### src/rtl/key_evt_pkg.sv
// rtl/key_evt_pkg.sv - shared state encoding, default timing and event types for the key classifier
package key_evt_pkg;

    localparam int STATE_W = 3;

    localparam logic [STATE_W-1:0] ST_IDLE      = 3'd0;
    localparam logic [STATE_W-1:0] ST_PRESS1    = 3'd1;
    localparam logic [STATE_W-1:0] ST_LONG_HOLD = 3'd2;
    localparam logic [STATE_W-1:0] ST_WAIT_GAP  = 3'd3;
    localparam logic [STATE_W-1:0] ST_PRESS2    = 3'd4;

    // Defaults assume a 50 MHz clock: 1 s long press, 250 ms gap, 200 ms repeat
    localparam int DEF_LONG_CYCLES   = 50_000_000;
    localparam int DEF_GAP_CYCLES    = 12_500_000;
    localparam int DEF_REPEAT_CYCLES = 10_000_000;
    localparam int DEF_CNT_W         = 26;

    localparam int EVT_CNT_W = 8;

    typedef struct packed {
        logic short_press;
        logic long_press;
        logic repeat_press;
        logic double_click;
    } key_evt_t;

    function automatic logic any_event(input key_evt_t evt);
        return evt.short_press | evt.long_press | evt.repeat_press | evt.double_click;
    endfunction

endpackage

### src/rtl/key_edge_det.sv
// rtl/key_edge_det.sv - rise/fall detector for a debounced level, previous value resets high
module key_edge_det (
    input  logic clk,
    input  logic rst,
    input  logic din,
    output logic rise,
    output logic fall
);

    logic din_d;

    // Reset high so a level already asserted through reset never looks like a fresh press
    always_ff @(posedge clk or posedge rst) begin
        if (rst) begin
            din_d <= 1'b1;
        end else begin
            din_d <= din;
        end
    end

    assign rise = din & ~din_d;
    assign fall = ~din & din_d;

endmodule

### src/rtl/key_event_classifier.sv
// rtl/key_event_classifier.sv - classifies key gestures into short/long/repeat/double-click pulses
module key_event_classifier
    import key_evt_pkg::*;
#(
    parameter int LONG_CYCLES   = DEF_LONG_CYCLES,
    parameter int GAP_CYCLES    = DEF_GAP_CYCLES,
    parameter int REPEAT_CYCLES = DEF_REPEAT_CYCLES,
    parameter int CNT_W         = DEF_CNT_W
) (
    input  logic                 clk,
    input  logic                 rst,
    input  logic                 key_stable,
    output logic                 short_press,
    output logic                 long_press,
    output logic                 repeat_press,
    output logic                 double_click,
    output logic [EVT_CNT_W-1:0] evt_cnt,
    output logic                 busy
);

    localparam logic [CNT_W-1:0] LONG_TC   = CNT_W'(LONG_CYCLES - 1);
    localparam logic [CNT_W-1:0] GAP_TC    = CNT_W'(GAP_CYCLES - 1);
    localparam logic [CNT_W-1:0] REPEAT_TC = CNT_W'(REPEAT_CYCLES - 1);

    logic                 rise;
    logic                 fall;
    logic [STATE_W-1:0]   state;
    logic [STATE_W-1:0]   state_nxt;
    logic [CNT_W-1:0]     timer;
    logic [CNT_W-1:0]     timer_nxt;
    key_evt_t             evt_nxt;
    key_evt_t             evt_q;

    key_edge_det u_edge (
        .clk  (clk),
        .rst  (rst),
        .din  (key_stable),
        .rise (rise),
        .fall (fall)
    );

    always_comb begin
        state_nxt = state;
        timer_nxt = timer;
        evt_nxt   = '0;
        case (state)
            ST_IDLE: begin
                if (rise) begin
                    state_nxt = ST_PRESS1;
                    timer_nxt = '0;
                end
            end
            ST_PRESS1: begin
                // Release takes priority over a long terminal landing on the same edge
                if (fall) begin
                    state_nxt = ST_WAIT_GAP;
                    timer_nxt = '0;
                end else if (key_stable) begin
                    if (timer == LONG_TC) begin
                        evt_nxt.long_press = 1'b1;
                        state_nxt          = ST_LONG_HOLD;
                        timer_nxt          = '0;
                    end else begin
                        timer_nxt = timer + CNT_W'(1);
                    end
                end
            end
            ST_LONG_HOLD: begin
                if (fall) begin
                    state_nxt = ST_IDLE;
                    timer_nxt = '0;
                end else if (key_stable && timer == REPEAT_TC) begin
                    evt_nxt.repeat_press = 1'b1;
                    timer_nxt            = '0;
                end else begin
                    timer_nxt = timer + CNT_W'(1);
                end
            end
            ST_WAIT_GAP: begin
                // A second press on the timeout edge still counts as a double click
                if (rise) begin
                    state_nxt = ST_PRESS2;
                    timer_nxt = '0;
                end else if (timer == GAP_TC) begin
                    evt_nxt.short_press = 1'b1;
                    state_nxt           = ST_IDLE;
                    timer_nxt           = '0;
                end else begin
                    timer_nxt = timer + CNT_W'(1);
                end
            end
            ST_PRESS2: begin
                if (fall) begin
                    evt_nxt.double_click = 1'b1;
                    state_nxt            = ST_IDLE;
                    timer_nxt            = '0;
                end
            end
            default: begin
                state_nxt = ST_IDLE;
                timer_nxt = '0;
            end
        endcase
    end

    always_ff @(posedge clk or posedge rst) begin
        if (rst) begin
            state   <= ST_IDLE;
            timer   <= '0;
            evt_q   <= '0;
            evt_cnt <= '0;
        end else begin
            state <= state_nxt;
            timer <= timer_nxt;
            evt_q <= evt_nxt;
            if (any_event(evt_nxt)) begin
                evt_cnt <= evt_cnt + EVT_CNT_W'(1);
            end
        end
    end

    assign short_press  = evt_q.short_press;
    assign long_press   = evt_q.long_press;
    assign repeat_press = evt_q.repeat_press;
    assign double_click = evt_q.double_click;
    assign busy         = (state != ST_IDLE);

endmodule

### config.mk
export PLATFORM = sky130hd
export DESIGN_NAME = key_event_classifier
export DESIGN_NICKNAME = d
export VERILOG_FILES = /design/src/rtl/key_evt_pkg.sv /design/src/rtl/key_edge_det.sv /design/src/rtl/key_event_classifier.sv
export SDC_FILE = /design/constraint.sdc
export NUM_CORES = 1
export LEC_CHECK = 0
export ABC_CLOCK_PERIOD_IN_PS = 3400
export BUFFER_PORTS_ARGS = -buffer_cell sky130_fd_sc_hd__buf_2
export CAP_MARGIN = 20
export CORE_MARGIN = 10
export CORE_UTILIZATION = 35
export CTS_BUF_LIST = sky130_fd_sc_hd__clkbuf_16
export DETAILED_ROUTE_END_ITERATION = 12
export HOLD_SLACK_MARGIN = 0.15
export PLACE_DENSITY = 0.61
export SLEW_MARGIN = 20
export SYNTH_ARGS = -nofsm -noshare
export SYNTH_HDL_FRONTEND = slang
export SYNTH_SLANG_ARGS = --single-unit
### constraint.sdc
create_clock -name clk -period 3.4 [get_ports clk]
set_input_delay 0.34 -clock clk [delete_from_list [all_inputs] [get_ports clk]]
set_output_delay 0.34 -clock clk [all_outputs]
set_load 0.05 [all_outputs]
==> results of run 1 <==
## final timing paths
check	start	to	slack, ps	depth (start not counted)
setup reg to reg	timer[9]$_DFFE_PP0P_	timer[6]$_DFFE_PP0P_	450	7
setup / recovery	timer[9]$_DFFE_PP0P_	timer[6]$_DFFE_PP0P_	450	7
hold / removal	rst	evt_cnt[1]$_DFFE_PP0P_	190	3
max in group asynchronous	rst	u_edge.din_d$_DFF_PP1_	2840	3
min in group clk	key_stable	u_edge.din_d$_DFF_PP1_	210	1
hold reg to reg	evt_cnt[7]$_DFFE_PP0P_	evt_cnt[7]$_DFFE_PP0P_	460	1
## metrics by stage
step                      cell area, sq um  power [mW]  cells  utilization [%]  hold WS, ps
final                                 3013       1.559    422            41.10        187.0
after global routing                  3013       1.647    422            41.10        211.0
after CTS                             3013       1.576    422            41.10        200.8
after detailed placement              2878       1.113    415            39.26        453.5
after global placement                2878       1.117    415            39.26        452.1
after floorplan                       2659      0.9504    306                -        344.5
## final cells by class
class | instances | area (sq um)
Fill cell | 738 | 4318
Timing Repair Buffer | 26 | 157.7
Tap cell | 99 | 123.9
Sequential cell | 42 | 1052
Clock buffer | 5 | 125.1
Clock inverter | 2 | 10.01
Inverter | 12 | 45.04
Multi-Input combinational cell | 236 | 1499
## cells in the mapped netlist (5+ instances only)
cell type  instances
a31oi_1            5
and2_1             5
and4_1             6
clkbuf_1          14
dfrtp_1           41
inv_1             12
nand2_1           49
nand3_1           15
nand4_1           13
nor2_1            11
nor4_1            12
o211ai_1           5
o21ai_0           21
or3_1              7
xnor2_1            6
xor2_1            11
## logic make-up (layout without fill, tap and decap cells)
family	Yosys count	after routing	synth area share, %
AO/OA/AOI/OAI	65	65	16.94
AND/OR/NAND/NOR	149	149	31.67
adder cells (fa/ha/maj)	2	2	0.9410
buffers and inverters	28	45	4.047
multiplexers	3	3	1.223
XOR/XNOR	17	17	5.600
flip-flops	42	42	39.58
## where the power goes
part	switching (mW)	internal (mW)
Clock	0.190	0.265
Sequential	0.0628	0.539
Combinational	0.344	0.157
Total	0.597	0.962
## registers in the layout, summed over array words and instances (netlist names)
| register | flops |
|---|---|
| timer | 26 |
| evt_cnt | 8 |
| state | 3 |
| double_click | 1 |
| long_press | 1 |
| repeat_press | 1 |
| short_press | 1 |
| u_edge.din_d | 1 |
## per-layer routing
metal | vias up | wire length (um)
li1 | 1184 | -
met5 | - | 0
met4 | 0 | 104
met1 | 1150 | 3247
met2 | 52 | 3182
met3 | 10 | 396
## critical path, stage by stage (launching register included)
cell and delay [ps]:
dfrtp_1 450, or4b_4 610, nor4_2 400, a31oi_1 390, buf_4 300, nor3_1 270
buf_4 260, o21ai_0 120
==> impl_metrics.tcl, run 1 <==
set metrics [dict create \
    synth_edf_count 0 \
    die_h_um 107.2 \
    grt.busiest_layer "met2" \
    relSlewSlack_pct 37.37 \
    first_pass_iters 4 \
    ys_seq_area_share_pct 39.58 \
    ys_seq_elements 42 \
    drtIter0Drc 266 \
    cts_tree "built" \
    startpoint_type "flip-flop" \
    dp_hpwl_um 4973 \
    ir_drop_v 0.0002092 \
    ant_nets 0 \
    end_kind "flip-flop" \
    syn-num-nets 311 \
    min_period_over_period_pct 86.66 \
    cp.required_ps 3550 \
    maxCapViolCount 0 \
    wl_per_cell_um 16.42 \
    cts-resized-gates 0 \
    arrival_ps 3100 \
    yosys.area.top_type "dfrtp_1" \
    portBuffers 15 \
    clock-sinks 42 \
    drt-vias-per-instance 5.678 \
    worst_pin_slew_ps 935.1 \
    grt_pass1_vias 2241 \
    skew_ps 7.973 \
    post-cts-setup-buffers 0 \
    grtUsageMet1_pct 15.42 \
    n_antenna_cell 0 \
    final_common_cell "nand2_1" \
    use_met2_pct 19.20 \
    core_area_sq_mm 0.007331 \
    synth.avg_cell_area_sq_um 8.689 \
    netlist_instances 306 \
    nNetsFinal 328 \
    cellLeakagePower_nw 1.249 \
    h-tree-depth 2 \
    synth_async_sr_flop_share_pct 100.0 \
    num_vias 2396 \
    fp.dieArea_sq_mm 0.01148 \
    setup_viol 0 \
    grt_max_degree 43 \
    slew_violations 0 \
    fmax_mhz 339.4 \
    syn2layout_area_growth_pct 13.32 \
    path_max_fanout 15 \
    clock-root-buffer "clkbuf_16" \
    cts_buffers 5 \
    place_ws_ps 459.3 \
    outcome "finished clean" \
    crit_type "flip-flop to flip-flop" \
    ys.warnings.count 0 \
    grt_util_all_layers_pct 11.96 \
    grt_pass1_wl_um 11300 \
    cts_buffer_depth 2 \
    met3_usage_pct 2.814 \
    syn_area_sq_mm 0.002659 \
    min_path_type "input port to async pin" \
    grt_overflow 0 \
    cts.clk_slew.worst_paths_ps 60 \
    start_util_pct 36.27 \
    finalSetupTns_ps 0 \
    antenna_found_initial 0 \
    gp_congestion 0.9585 \
    layout_common_cells "nand2_1, dfrtp_1, o21ai_0" \
    synth.distinct_cells 53 \
    hold_violations 0 \
    hold_buffers 0 \
    wl_um 6930 \
    synth.area.top_cells "dfrtp_1, nand2_1, o21ai_0" \
    post-route-min-period_ps 2946 \
    fin_ws_ps 453.7 \
    powerDensity_mw_per_mm2 517.5 \
    rsz0062_at_grt "false" \
    drc 0 \
    drive_gt1_share_pct 12.69 \
    synthFlopType "dfrtp_1" \
    clk_latency_ps 280 \
    num_rows 31 \
    io_pins 16 \
    synth.top_cell.area_share_pct 38.59 \
    die_x_um 107.2 \
]
Power figures use the tool's default switching activity.
==> run 2: changes to the inputs <==
--- a/config.mk
+++ b/config.mk
@@ -12,8 +12,8 @@
 export CORE_UTILIZATION = 35
 export CTS_BUF_LIST = sky130_fd_sc_hd__clkbuf_16
 export DETAILED_ROUTE_END_ITERATION = 12
-export HOLD_SLACK_MARGIN = 0.15
 export PLACE_DENSITY = 0.61
+export RECOVER_POWER = 25
 export SLEW_MARGIN = 20
 export SYNTH_ARGS = -nofsm -noshare
 export SYNTH_HDL_FRONTEND = slang
==> run 2 against run 1 <==
Net effect: the run now ends with max-capacitance violations, max-slew violations left; power about the same; sequential cell count is the same; die area is the same; combinational power about the same; clock power hardly changed; first-iteration DRC count is the same; largest power group unchanged.
==> impl_metrics.tcl, run 2 (synthesis results as in run 1) <==
set metrics [dict create \
    outcome "finished with violations" \
    violations "max-capacitance violations, max-slew violations" \
    clock-sinks 42 \
    hold_buffers 0 \
    cp.required_ps 3550 \
    startpoint_type "flip-flop" \
    skew_ps 7.815 \
    nNetsFinal 328 \
    setup_viol 0 \
    grt_max_degree 43 \
    num_vias 2392 \
    drc 0 \
    worst_path_most_repeated_cell "buf_4" \
    first_pass_iters 4 \
    r2r_setup_slack_ps 460 \
    fp.dieArea_sq_mm 0.01148 \
    portBuffers 15 \
    rsz0062_at_grt "false" \
    gp_congestion 0.9585 \
    min_path_type "input port to flip-flop" \
    min_from "key_stable" \
    wl_per_cell_um 16.41 \
    antenna_found_initial 0 \
    r2r-start "timer[9]$_DFFE_PP0P_" \
    cts.clk_slew.worst_paths_ps 60 \
    syn2layout_area_growth_pct 13.13 \
    drtIter0Drc 266 \
    arrival_ps 3100 \
    post-cts-setup-buffers 0 \
    wl_um 6926 \
    fmax_mhz 339.6 \
    io_pins 16 \
    cts-resized-gates 0 \
    slew_violations 43 \
    layout_common_cells "nand2_1, dfrtp_1, o21ai_0" \
    cts_tree "built" \
    final_core_util_pct 41.03 \
    n_antenna_cell 0 \
    post-route-min-period_ps 2944 \
    regMostFlops "timer" \
    hold_violations 0 \
    die_x_um 107.2 \
    worst_pin_slew_ps 2325 \
    rr_worst_depth 7 \
    cts_buffers 5 \
    core_area_sq_mm 0.007331 \
    h-tree-depth 2 \
    ant_nets 0 \
    cpPeakStageDelay_ps 610 \
    crit_type "flip-flop to flip-flop" \
    min_to "u_edge.din_d$_DFF_PP1_" \
    grt_util_all_layers_pct 11.96 \
    die_h_um 107.2 \
    num_rows 31 \
    clock-root-buffer "clkbuf_16" \
    final_common_cell "nand2_1" \
    dp_hpwl_um 4973 \
    whs_path_depth 1 \
    powerDensity_mw_per_mm2 518.2 \
    top_regs "timer: 26 flops, evt_cnt: 8 flops, state: 3 flops" \
    min_period_over_period_pct 86.60 \
    ir_drop_v 0.0002092 \
    power_mw 1.559 \
    relSlewSlack_pct -54.99 \
    drive_gt1_share_pct 12.07 \
    clk_latency_ps 280 \
    grt_pass1_wl_um 11300 \
    r2r_end "timer[6]$_DFFE_PP0P_" \
    end_kind "flip-flop" \
    largest_reg_flops 26 \
    cts_buffer_depth 2 \
    grt_overflow 0 \
    worst_path_max_delay_cell "or4b_4" \
    finalSetupTns_ps 0 \
    drt-vias-per-instance 5.668 \
    path_max_fanout 15 \
    grt_pass1_vias 2241 \
    crit_chain "or4b_4 > nor4_2 > a31oi_1 > buf_4 > nor3_1 > buf_4 > o21ai_0" \
    maxCapViolCount 1 \
    start_util_pct 36.27 \
    cellLeakagePower_nw 1.243 \
]
[run 2: cell types whose count changed in the layout (fill, tap and decap cells not counted), sizes merged]
| cell | before | now |
|---|---|---|
| buf | 26 | 24 |
| clkbuf | 5 | 7 |
[run 2: report_power, final]
group / switching, mW / leakage (nW) / internal [mW]
Clock: 0.190 / 0.0694 / 0.265
Sequential: 0.0627 / 0.576 / 0.539
Combinational: 0.345 / 0.597 / 0.157
[run 2: worst max-delay path: cells and delay by family (launching register included)]
kind            cells  cell delay, ps
compound gates      2             510
buf+inv             2             560
simple gates        3            1280
flops               1             450
[run 2: cell type report]
cell class,count,area [sq um]
fillers,739,4323
multi-input cells,236,1499
flip-flops and latches,42,1052
repair buffers,26,152.6
clock buffers,5,125.1
well taps,99,123.9
inverters,12,45.04
clock inverters,2,10.01
[run 2: how the worst max path moves through the flow]
stage | start | endpoint | slack, ps | depth (start not counted)
detailed placement | timer[9]$_DFFE_PP0P_ | timer[6]$_DFFE_PP0P_ | 460 | 7
global route | timer[9]$_DFFE_PP0P_ | timer[11]$_DFFE_PP0P_ | 260 | 7
finish | timer[9]$_DFFE_PP0P_ | timer[6]$_DFFE_PP0P_ | 460 | 7
CTS | timer[9]$_DFFE_PP0P_ | timer[6]$_DFFE_PP0P_ | 440 | 7
global placement | timer[9]$_DFFE_PP0P_ | timer[12]$_DFFE_PP0P_ | 630 | 7
floorplan | timer[9]$_DFFE_PP0P_ | evt_cnt[1]$_DFFE_PP0P_ | 970 | 5
[run 2: metal layers]
layer  part of all wire [%]  global-route usage [%]  vias to the layer above
li1                       -                       -                     1183
met1                     47                   15.42                     1151
met2                     46                   19.20                       48
met3                    5.5                   2.814                       10
met5                      0                       0                        -
met4                    1.5                   3.868                        0
[run 2: metrics by stage]
step           std cells  hold slack (ps)  worst slack, ps  area [sq um]
3_3_place_gp         415            452.1            631.2          2878
2_1_floorplan        306            344.5            974.0          2659
6_report             422            223.1            455.7          3008
3_5_place_dp         415            453.5            459.3          2878
4_1_cts              422            200.8            435.2          3013
5_1_grt              422            250.4            261.1          3008
